--- src/rtl/fabosc_pkg.sv ---
`default_nettype none
// ============================================================================
// fabosc_pkg
// Default monitor constants and window-counter width helper.
// Revision: 1.0
// ============================================================================
package fabosc_pkg;

  localparam int DEF_WIN_CYCLES = 50000;
  localparam int DEF_MIN_EDGES  = 900;
  localparam int DEF_MAX_EDGES  = 1100;

  function automatic int win_cnt_w(input int win_cycles);
    return (win_cycles > 1) ? $clog2(win_cycles) : 1;
  endfunction

endpackage
`default_nettype wire

--- src/rtl/fabosc_clken_ch.sv ---
`default_nettype none
// ============================================================================
// fabosc_clken_ch
// One clock-enable channel: shadow divisor, phase counter, pulse register.
// Revision: 1.0
// ============================================================================
module fabosc_clken_ch #(
  parameter int DIV_W = 16
) (
  input  logic             clk,
  input  logic             rst_n,
  input  logic             en,
  input  logic             load,
  input  logic [DIV_W-1:0] div_in,
  output logic             clken
);

  logic [DIV_W-1:0] r_shadow;
  logic [DIV_W-1:0] r_cnt;
  logic             r_clken;

  // A load restarts the phase and suppresses any pulse from the old divisor.
  always_ff @(posedge clk or negedge rst_n) begin
    if (!rst_n) begin
      r_shadow <= '0;
      r_cnt    <= '0;
      r_clken  <= 1'b0;
    end else if (load) begin
      r_shadow <= div_in;
      r_cnt    <= '0;
      r_clken  <= 1'b0;
    end else if (!en) begin
      r_cnt    <= '0;
      r_clken  <= 1'b0;
    end else if (r_cnt == r_shadow) begin
      r_cnt    <= '0;
      r_clken  <= 1'b1;
    end else begin
      r_cnt    <= r_cnt + DIV_W'(1);
      r_clken  <= 1'b0;
    end
  end

  assign clken = r_clken;

endmodule
`default_nettype wire

--- src/rtl/fabosc_clken_monitor.sv ---
`default_nettype none
// ============================================================================
// fabosc_clken_monitor
// Programmable clock-enable generator plus windowed frequency monitor.
// Revision: 1.0
// ============================================================================
module fabosc_clken_monitor
  import fabosc_pkg::*;
#(
  parameter int NUM_CH     = 4,
  parameter int DIV_W      = 16,
  parameter int WIN_CYCLES = DEF_WIN_CYCLES,
  parameter int CNT_W      = 16,
  parameter int MIN_EDGES  = DEF_MIN_EDGES,
  parameter int MAX_EDGES  = DEF_MAX_EDGES
) (
  input  logic                    CLK,
  input  logic                    RESET_N,
  input  logic [NUM_CH-1:0]       CH_EN,
  input  logic [NUM_CH*DIV_W-1:0] DIV_VALUE,
  input  logic                    DIV_LOAD,
  output logic [NUM_CH-1:0]       CLKEN_OUT,
  input  logic                    MON_CLK,
  input  logic                    MON_CLR,
  output logic [CNT_W-1:0]        MON_COUNT,
  output logic                    MON_VALID,
  output logic                    MON_OK,
  output logic                    MON_FAIL_STICKY
);

  localparam int               WIN_W      = win_cnt_w(WIN_CYCLES);
  localparam logic [WIN_W-1:0] C_WIN_LAST = WIN_W'(WIN_CYCLES - 1);
  localparam logic [CNT_W-1:0] C_MIN      = CNT_W'(MIN_EDGES);
  localparam logic [CNT_W-1:0] C_MAX      = CNT_W'(MAX_EDGES);
  localparam logic [CNT_W-1:0] C_SAT      = '1;

  generate
    for (genvar gi = 0; gi < NUM_CH; gi++) begin : g_ch
      fabosc_clken_ch #(
        .DIV_W (DIV_W)
      ) u_ch (
        .clk    (CLK),
        .rst_n  (RESET_N),
        .en     (CH_EN[gi]),
        .load   (DIV_LOAD),
        .div_in (DIV_VALUE[gi*DIV_W +: DIV_W]),
        .clken  (CLKEN_OUT[gi])
      );
    end
  endgenerate

  logic [2:0]       r_mon_sync;
  logic [WIN_W-1:0] r_win_cnt;
  logic [CNT_W-1:0] r_edge_cnt;
  logic [CNT_W-1:0] r_mon_count;
  logic             r_mon_valid;
  logic             r_mon_ok;
  logic             r_mon_sticky;

  logic             w_edge_det;
  logic             w_terminal;
  logic [CNT_W-1:0] w_edge_next;
  logic             w_in_range;

  // Two flops resynchronise MON_CLK; the third holds the previous level.
  assign w_edge_det  = r_mon_sync[1] & ~r_mon_sync[2];
  assign w_terminal  = (r_win_cnt == C_WIN_LAST);
  assign w_edge_next = (w_edge_det && (r_edge_cnt != C_SAT)) ? r_edge_cnt + CNT_W'(1)
                                                             : r_edge_cnt;
  assign w_in_range  = (w_edge_next >= C_MIN) && (w_edge_next <= C_MAX);

  always_ff @(posedge CLK or negedge RESET_N) begin
    if (!RESET_N) begin
      r_mon_sync   <= '0;
      r_win_cnt    <= '0;
      r_edge_cnt   <= '0;
      r_mon_count  <= '0;
      r_mon_valid  <= 1'b0;
      r_mon_ok     <= 1'b0;
      r_mon_sticky <= 1'b0;
    end else begin
      r_mon_sync <= {r_mon_sync[1:0], MON_CLK};
      if (w_terminal) begin
        r_win_cnt   <= '0;
        r_edge_cnt  <= '0;
        r_mon_count <= w_edge_next;
        r_mon_valid <= 1'b1;
        r_mon_ok    <= w_in_range;
      end else begin
        r_win_cnt   <= r_win_cnt + WIN_W'(1);
        r_edge_cnt  <= w_edge_next;
      end
      // A failing window outranks a simultaneous clear.
      if (w_terminal && !w_in_range) begin
        r_mon_sticky <= 1'b1;
      end else if (MON_CLR) begin
        r_mon_sticky <= 1'b0;
      end
    end
  end

  assign MON_COUNT       = r_mon_count;
  assign MON_VALID       = r_mon_valid;
  assign MON_OK          = r_mon_ok;
  assign MON_FAIL_STICKY = r_mon_sticky;

endmodule
`default_nettype wire

--- config.mk ---
export PLATFORM = sky130hd
export DESIGN_NAME = fabosc_clken_monitor
export DESIGN_NICKNAME = d
export VERILOG_FILES = /design/src/rtl/fabosc_pkg.sv /design/src/rtl/fabosc_clken_ch.sv /design/src/rtl/fabosc_clken_monitor.sv
export SDC_FILE = /design/constraint.sdc
export NUM_CORES = 1
export LEC_CHECK = 0
export ABC_CLOCK_PERIOD_IN_PS = 4800
export CORE_MARGIN = 2
export CORE_UTILIZATION = 55
export CTS_CLUSTER_DIAMETER = 80
export CTS_CLUSTER_SIZE = 14
export DETAILED_ROUTE_END_ITERATION = 8
export GPL_ROUTABILITY_DRIVEN = 0
export PLACE_DENSITY = 0.89
export SLEW_MARGIN = 20
export SYNTH_ARGS = -nofsm -noshare
export SYNTH_HDL_FRONTEND = slang
export SYNTH_SLANG_ARGS = --single-unit
--- constraint.sdc ---
create_clock -name CLK -period 4.8 [get_ports CLK]
set_input_delay 0.96 -clock CLK [delete_from_list [all_inputs] [get_ports CLK]]
set_output_delay 0.96 -clock CLK [all_outputs]
set_load 0.01 [all_outputs]
Word-level counts from Yosys, hierarchy flattened
Index checks and enable logic that the tools add are counted.
Widths: inputs -> output; s select.

storage, ports and cells
  output and inout bits = 23
  logic and storage cells = 69
  bits in registers = 186
  input port bits = 73

operators by class
  mux-type cells = 29
  $lt $le $gt $ge = 2
  add/subtract/negate cells = 6
  equal/unequal tests = 6
  reductions and logical operators = 5
  bitwise gates (word level) = 2

operators with widths
  cell                   count
  $mux 16                15
  $add 16x1->16 const B  6
  $eq 16x16->1           4
  $eq 16x16->1 const B   1
  $ge 16x10->1 const B   1
  $le 16x11->1 const B   1
  $ne 16x16->1 const B   1
  $mux 1                 14
  $logic_and 1x1->1      3
  $reduce_bool 2->1      1
  $and 1x1->1            1
  $logic_not 1->1        1
  $not 1->1              1

Depth between registers and ports, before layout
  depth after elaboration = 9
  mapped depth = 9
  mapped depth without buffers = 8

Hierarchy
A second synthesis with hierarchy kept.

unflattened totals
  cells, all modules = 795
  area, all modules = 8,971.1 um^2

modules (own cells, without submodules)
  module                cells an instance  area each (um^2)  seq. area each (um^2)  instances
  fabosc_clken_ch       135                1,597.8           825.8                  4
  fabosc_clken_monitor  255                2,580.0           1,351.3                1

Worst setup path before layout
No wires, ideal clock.

  path kind = in2reg
  start = input port DIV_LOAD
  end = register g_ch[0].u_ch.r_shadow[0]
  slack = 2.452 ns
  stages on the path = 4
  data arrival time = 2.223 ns
  data required time = 4.675 ns
  setup time = 0.125 ns
  buffers on the path = 3
  cells stage by stage = clkbuf_1 -> clkbuf_1 -> buf_1 -> mux2_2

RTL lines
  what                    line                        RTL
  start: declaration      fabosc_clken_monitor.sv:21  input logic DIV_LOAD,
  end signal: assignment  fabosc_clken_ch.sv:29       r_shadow <= div_in;
  end: declaration        fabosc_clken_ch.sv:18       logic [DIV_W-1:0] r_shadow;

No word-level cell between the ends.

Final worst setup path
  start = register r_edge_cnt[0]
  end = register r_mon_sticky, in the netlist MON_FAIL_STICKY

on the way
  longest elaborated chain between the ends = 8
  elaborated cells between the ends (all ways) = 11
  classes of those cells = 1 x add/sub; 2 x order compare; 1 x eq/ne; 2 x mux; 5 x reduce/logical

ends and longest elaborated chain
  what                                                   line                        RTL
  start: declaration                                     fabosc_clken_monitor.sv:54  logic [CNT_W-1:0] r_edge_cnt;
  start signal: assignment                               fabosc_clken_monitor.sv:91  r_edge_cnt <= w_edge_next;
  branches (longest 2 deep; another with $add 16x1->16)  -
  $mux 16 *                                              fabosc_clken_monitor.sv:68  assign w_edge_next = (w_edge_det && (r_edge_cnt != C_SAT)) ? r_edge_cnt + CNT_W'(1)
  $ge 16x10->1 or $le 16x11->1 (tied branches)           fabosc_clken_monitor.sv:70  assign w_in_range = (w_edge_next >= C_MIN) && (w_edge_next <= C_MAX);
  $logic_and 1x1->1 *                                    fabosc_clken_monitor.sv:70
  $logic_not 1->1 *                                      fabosc_clken_monitor.sv:94  if (w_terminal && !w_in_range) begin
  $logic_and 1x1->1 *                                    fabosc_clken_monitor.sv:94
  $mux 1 or $reduce_bool 2->1 (tied branches)            -
  end signal: assignment                                 fabosc_clken_monitor.sv:80  r_mon_sticky <= 1'b0;
  end signal: assignment                                 fabosc_clken_monitor.sv:95  r_mon_sticky <= 1'b1;
  end signal: assignment                                 fabosc_clken_monitor.sv:97  r_mon_sticky <= 1'b0;
  end: declaration                                       fabosc_clken_monitor.sv:58  logic r_mon_sticky;

Mark *: on every way between the ends.
A chain may end at the register's enable or synchronous reset.

==> impl_metrics.csv <==
group,metric,value,unit
outcome,outcome,"completed",
critical_path,cp_data_required_time,5100,ps
critical_path,startpoint_type,"flop",
critical_path,crit_arrival,3020,ps
power,leakage,4.551,nW
die,die_x,129.6,um
critical_path,reg2reg_depth,8,
cts,ctsHoldBuffers,0,
yosys,yosysUniqueCellTypes,54,
sta,fin_setup_tns,0,ps
yosys,yosysTopAreaCell,"dfrtp_1",
yosys,synth_edf_count,0,
critical_path,endpoint_kind,"flop",
cts,cts-resized-gates,0,
critical_path,rrSetupSlack,2080,ps
yosys,avgSynthCellArea,11.14,um2
yosys,synth_top_area_share,0.5362,
layout,final_cells,1096,
sta,finClkSkew,11.35,ps
place,dp.cells,1063,
sta,hold_violations,0,
cts,clockBufferDepth,2,
yosys,ys_async_sr_fraction,1.000,
yosys,yosysWarnings,0,
die,die_y,129.6,um
yosys,synthTopCellsByArea,"dfrtp_1 (54%), xor2_1 (10%), mux2_2 (8.3%)",
sta,setup_viol,0,
critical_path,r2r-end,"MON_FAIL_STICKY$_DFFE_PN0P_",
layout,drive_gt1_frac,0.1278,
sta,slew_violations,0,
die,rows,45,
global_route,grt_first_pass_wirelength,29990,um
global_route,first_global_vias,6237,
job,cap_viol_max_count,0,
sta,fmax,368.2,MHz
critical_path,critPathKind,"reg -> reg",
cts,h-tree-depth,4,
yosys,synth-seq-cells,186,
sta,worstMarginPinSlew,842.7,ps
layout,layout_common_cells,"dfrtp_1 (186), xor2_1 (104), nor2_1 (100), clkdlybuf4s50_1 (93), mux2_2 (64)",
place,io_buffers,95,
drt,first_pass_iters,5,
drt,routed_via_density,5.547,
cts,cts_buffers,17,
global_route,gr-usage-all-layers,0.2281,
sta,rsz0062_at_grt,"no",
layout,fin_nets,950,
yosys,syn_inst,779,
sta,timing.slew.headroom,0.4382,
critical_path,rr_startpoint,"r_edge_cnt[0]$_DFF_PN0_",
drt,vias,6080,
cts,post-cts-setup-buffer-count,0,
cts,clkSlewWorstSetupHoldPaths,60,ps
cts,insertion_delay,420,ps
die,initial_core_util,0.5668,
cts,clkSinkCount,186,
die,core_area,15310,um2
drt,drc,0,
place,dp_hpwl,12560,um
critical_path,path_max_fanout,7,
drt,drt_iter0_drc,399,
power,ir_drop,0.4921,mV
yosys,syn_nets,858,
layout,areaGrowthSynthToFinish,19.43,%
yosys,synth_area,8681,um2
global_route,grt_max_degree,96,
place,post-place-ws,2125,ps
cts,cts_tree,"yes",
sta,period_share,0.5658,
sta,setup_ws,2084,ps
power,powerDensity,331.9,nW/um2
drt,wl,18130,um
drt,ant_nets,0,
sta,fin_hold_ws,350.7,ps
yosys,yosysSeqAreaShare,0.5362,
die,num_io_pins,96,
die,dieArea,16800,um2
global_route,grt_overflow_total,0,
cts,cts-root-buf,"clkbuf_16",
drt,routedWlPerCell,16.54,um
layout,final_common_cell,"dfrtp_1",
critical_path,crit_end,"MON_FAIL_STICKY$_DFFE_PN0P_",
critical_path,crit_path_start,"r_edge_cnt[0]$_DFF_PN0_",
hold_path,min_path_type,"reg -> reg",
global_route,antenna_found_initial,2,
sta,layout_min_cycle_time,2716,ps
yosys,ys.flop_type,"dfrtp_1",
[flip-flops by register name, summed over array words and instances (netlist names), 3 cells and up]
signal / count
r_win_cnt: 16
MON_COUNT: 16
r_edge_cnt: 16
r_mon_sync: 3
g_ch.u_ch.r_cnt: 64
g_ch.u_ch.r_shadow: 64
g_ch.u_ch.clken: 4
[cell usage after synthesis (all sizes together) (2+ instances only)]
cell type / n
a21oi: 7
dfrtp: 186
o211ai: 2
nand3b: 5
mux2: 64
nand3: 44
o21ai: 25
xor2: 104
and2: 6
nor3: 11
nor4: 18
nand4: 18
a21boi: 2
nor2: 100
nor2b: 3
a211oi: 2
o31ai: 3
nand2b: 2
and3: 23
a21o: 2
mux2i: 3
inv: 11
nand2: 40
or4: 2
or3: 8
and3b: 2
nor3b: 4
clkbuf: 16
and4: 5
ha: 6
xnor2: 34
buf: 11
[layer usage]
| layer | track usage | vias up | part of all wire |
|---|---|---|---|
| met4 | 0.06768 | 2 | 0.016 |
| met3 | 0.06235 | 25 | 0.058 |
| met5 | 0 | - | 0.00072 |
| met2 | 0.3847 | 178 | 0.50 |
| met1 | 0.2898 | 3025 | 0.43 |
| li1 | - | 2850 | - |
[stage by stage]
step,power [mW],util,area (um2)
2_1_floorplan,1.985,-,8681
3_3_place_gp,2.118,0.6399,9799
3_5_place_dp,2.133,0.6399,9799
4_1_cts,3.468,0.6766,10360
5_1_grt,3.587,0.6768,10360
6_report,3.441,0.6770,10370
[power by group]
part,switching (mW),internal (mW),leakage (nW)
registers,0.0954,1.65,2.42
logic,0.182,0.182,1.87
clock network,0.592,0.737,0.266
total,0.870,2.57,4.55
[worst max-delay path, cell delays in order, from the launching register on]
cell	delay, ps
dfrtp_1	460
ha_1	310
and3b_1	370
o2111ai_2	210
xor2_1	210
or3_1	390
a211oi_2	200
o211ai_1	160
a32o_1	290
[logic make-up after synthesis]
group | after synthesis | synth area share
simple gates | 292 | 0.1707
flops | 186 | 0.5362
xor+xnor | 138 | 0.1392
mux | 67 | 0.08648
compound gates | 52 | 0.03906
buf+inv | 38 | 0.01975
fa+ha+maj | 6 | 0.008648
[worst min path at each step]
stage                                 start                       to  slack, ps  depth (start not counted)
global route        r_mon_sync[0]$_DFF_PN0_  r_mon_sync[1]$_DFF_PN0_        360                          0
global placement    r_mon_sync[0]$_DFF_PN0_  r_mon_sync[1]$_DFF_PN0_        330                          0
CTS                 r_mon_sync[0]$_DFF_PN0_  r_mon_sync[1]$_DFF_PN0_        350                          0
finish              r_mon_sync[0]$_DFF_PN0_  r_mon_sync[1]$_DFF_PN0_        350                          0
detailed placement  r_mon_sync[0]$_DFF_PN0_  r_mon_sync[1]$_DFF_PN0_        340                          0
floorplan           r_mon_sync[0]$_DFF_PN0_  r_mon_sync[1]$_DFF_PN0_        330                          0
[layout make-up]
cell class / instances / area, um2
clock buffers: 21 / 450.4
diodes: 1 / 2.502
repair buffers: 100 / 984.7
well taps: 211 / 264.0
multi-input cells: 555 / 3857
clock inverters: 11 / 112.6
inverters: 11 / 41.29
fillers: 1108 / 4947
flip-flops and latches: 186 / 4654
Power figures use the tool's default switching activity.
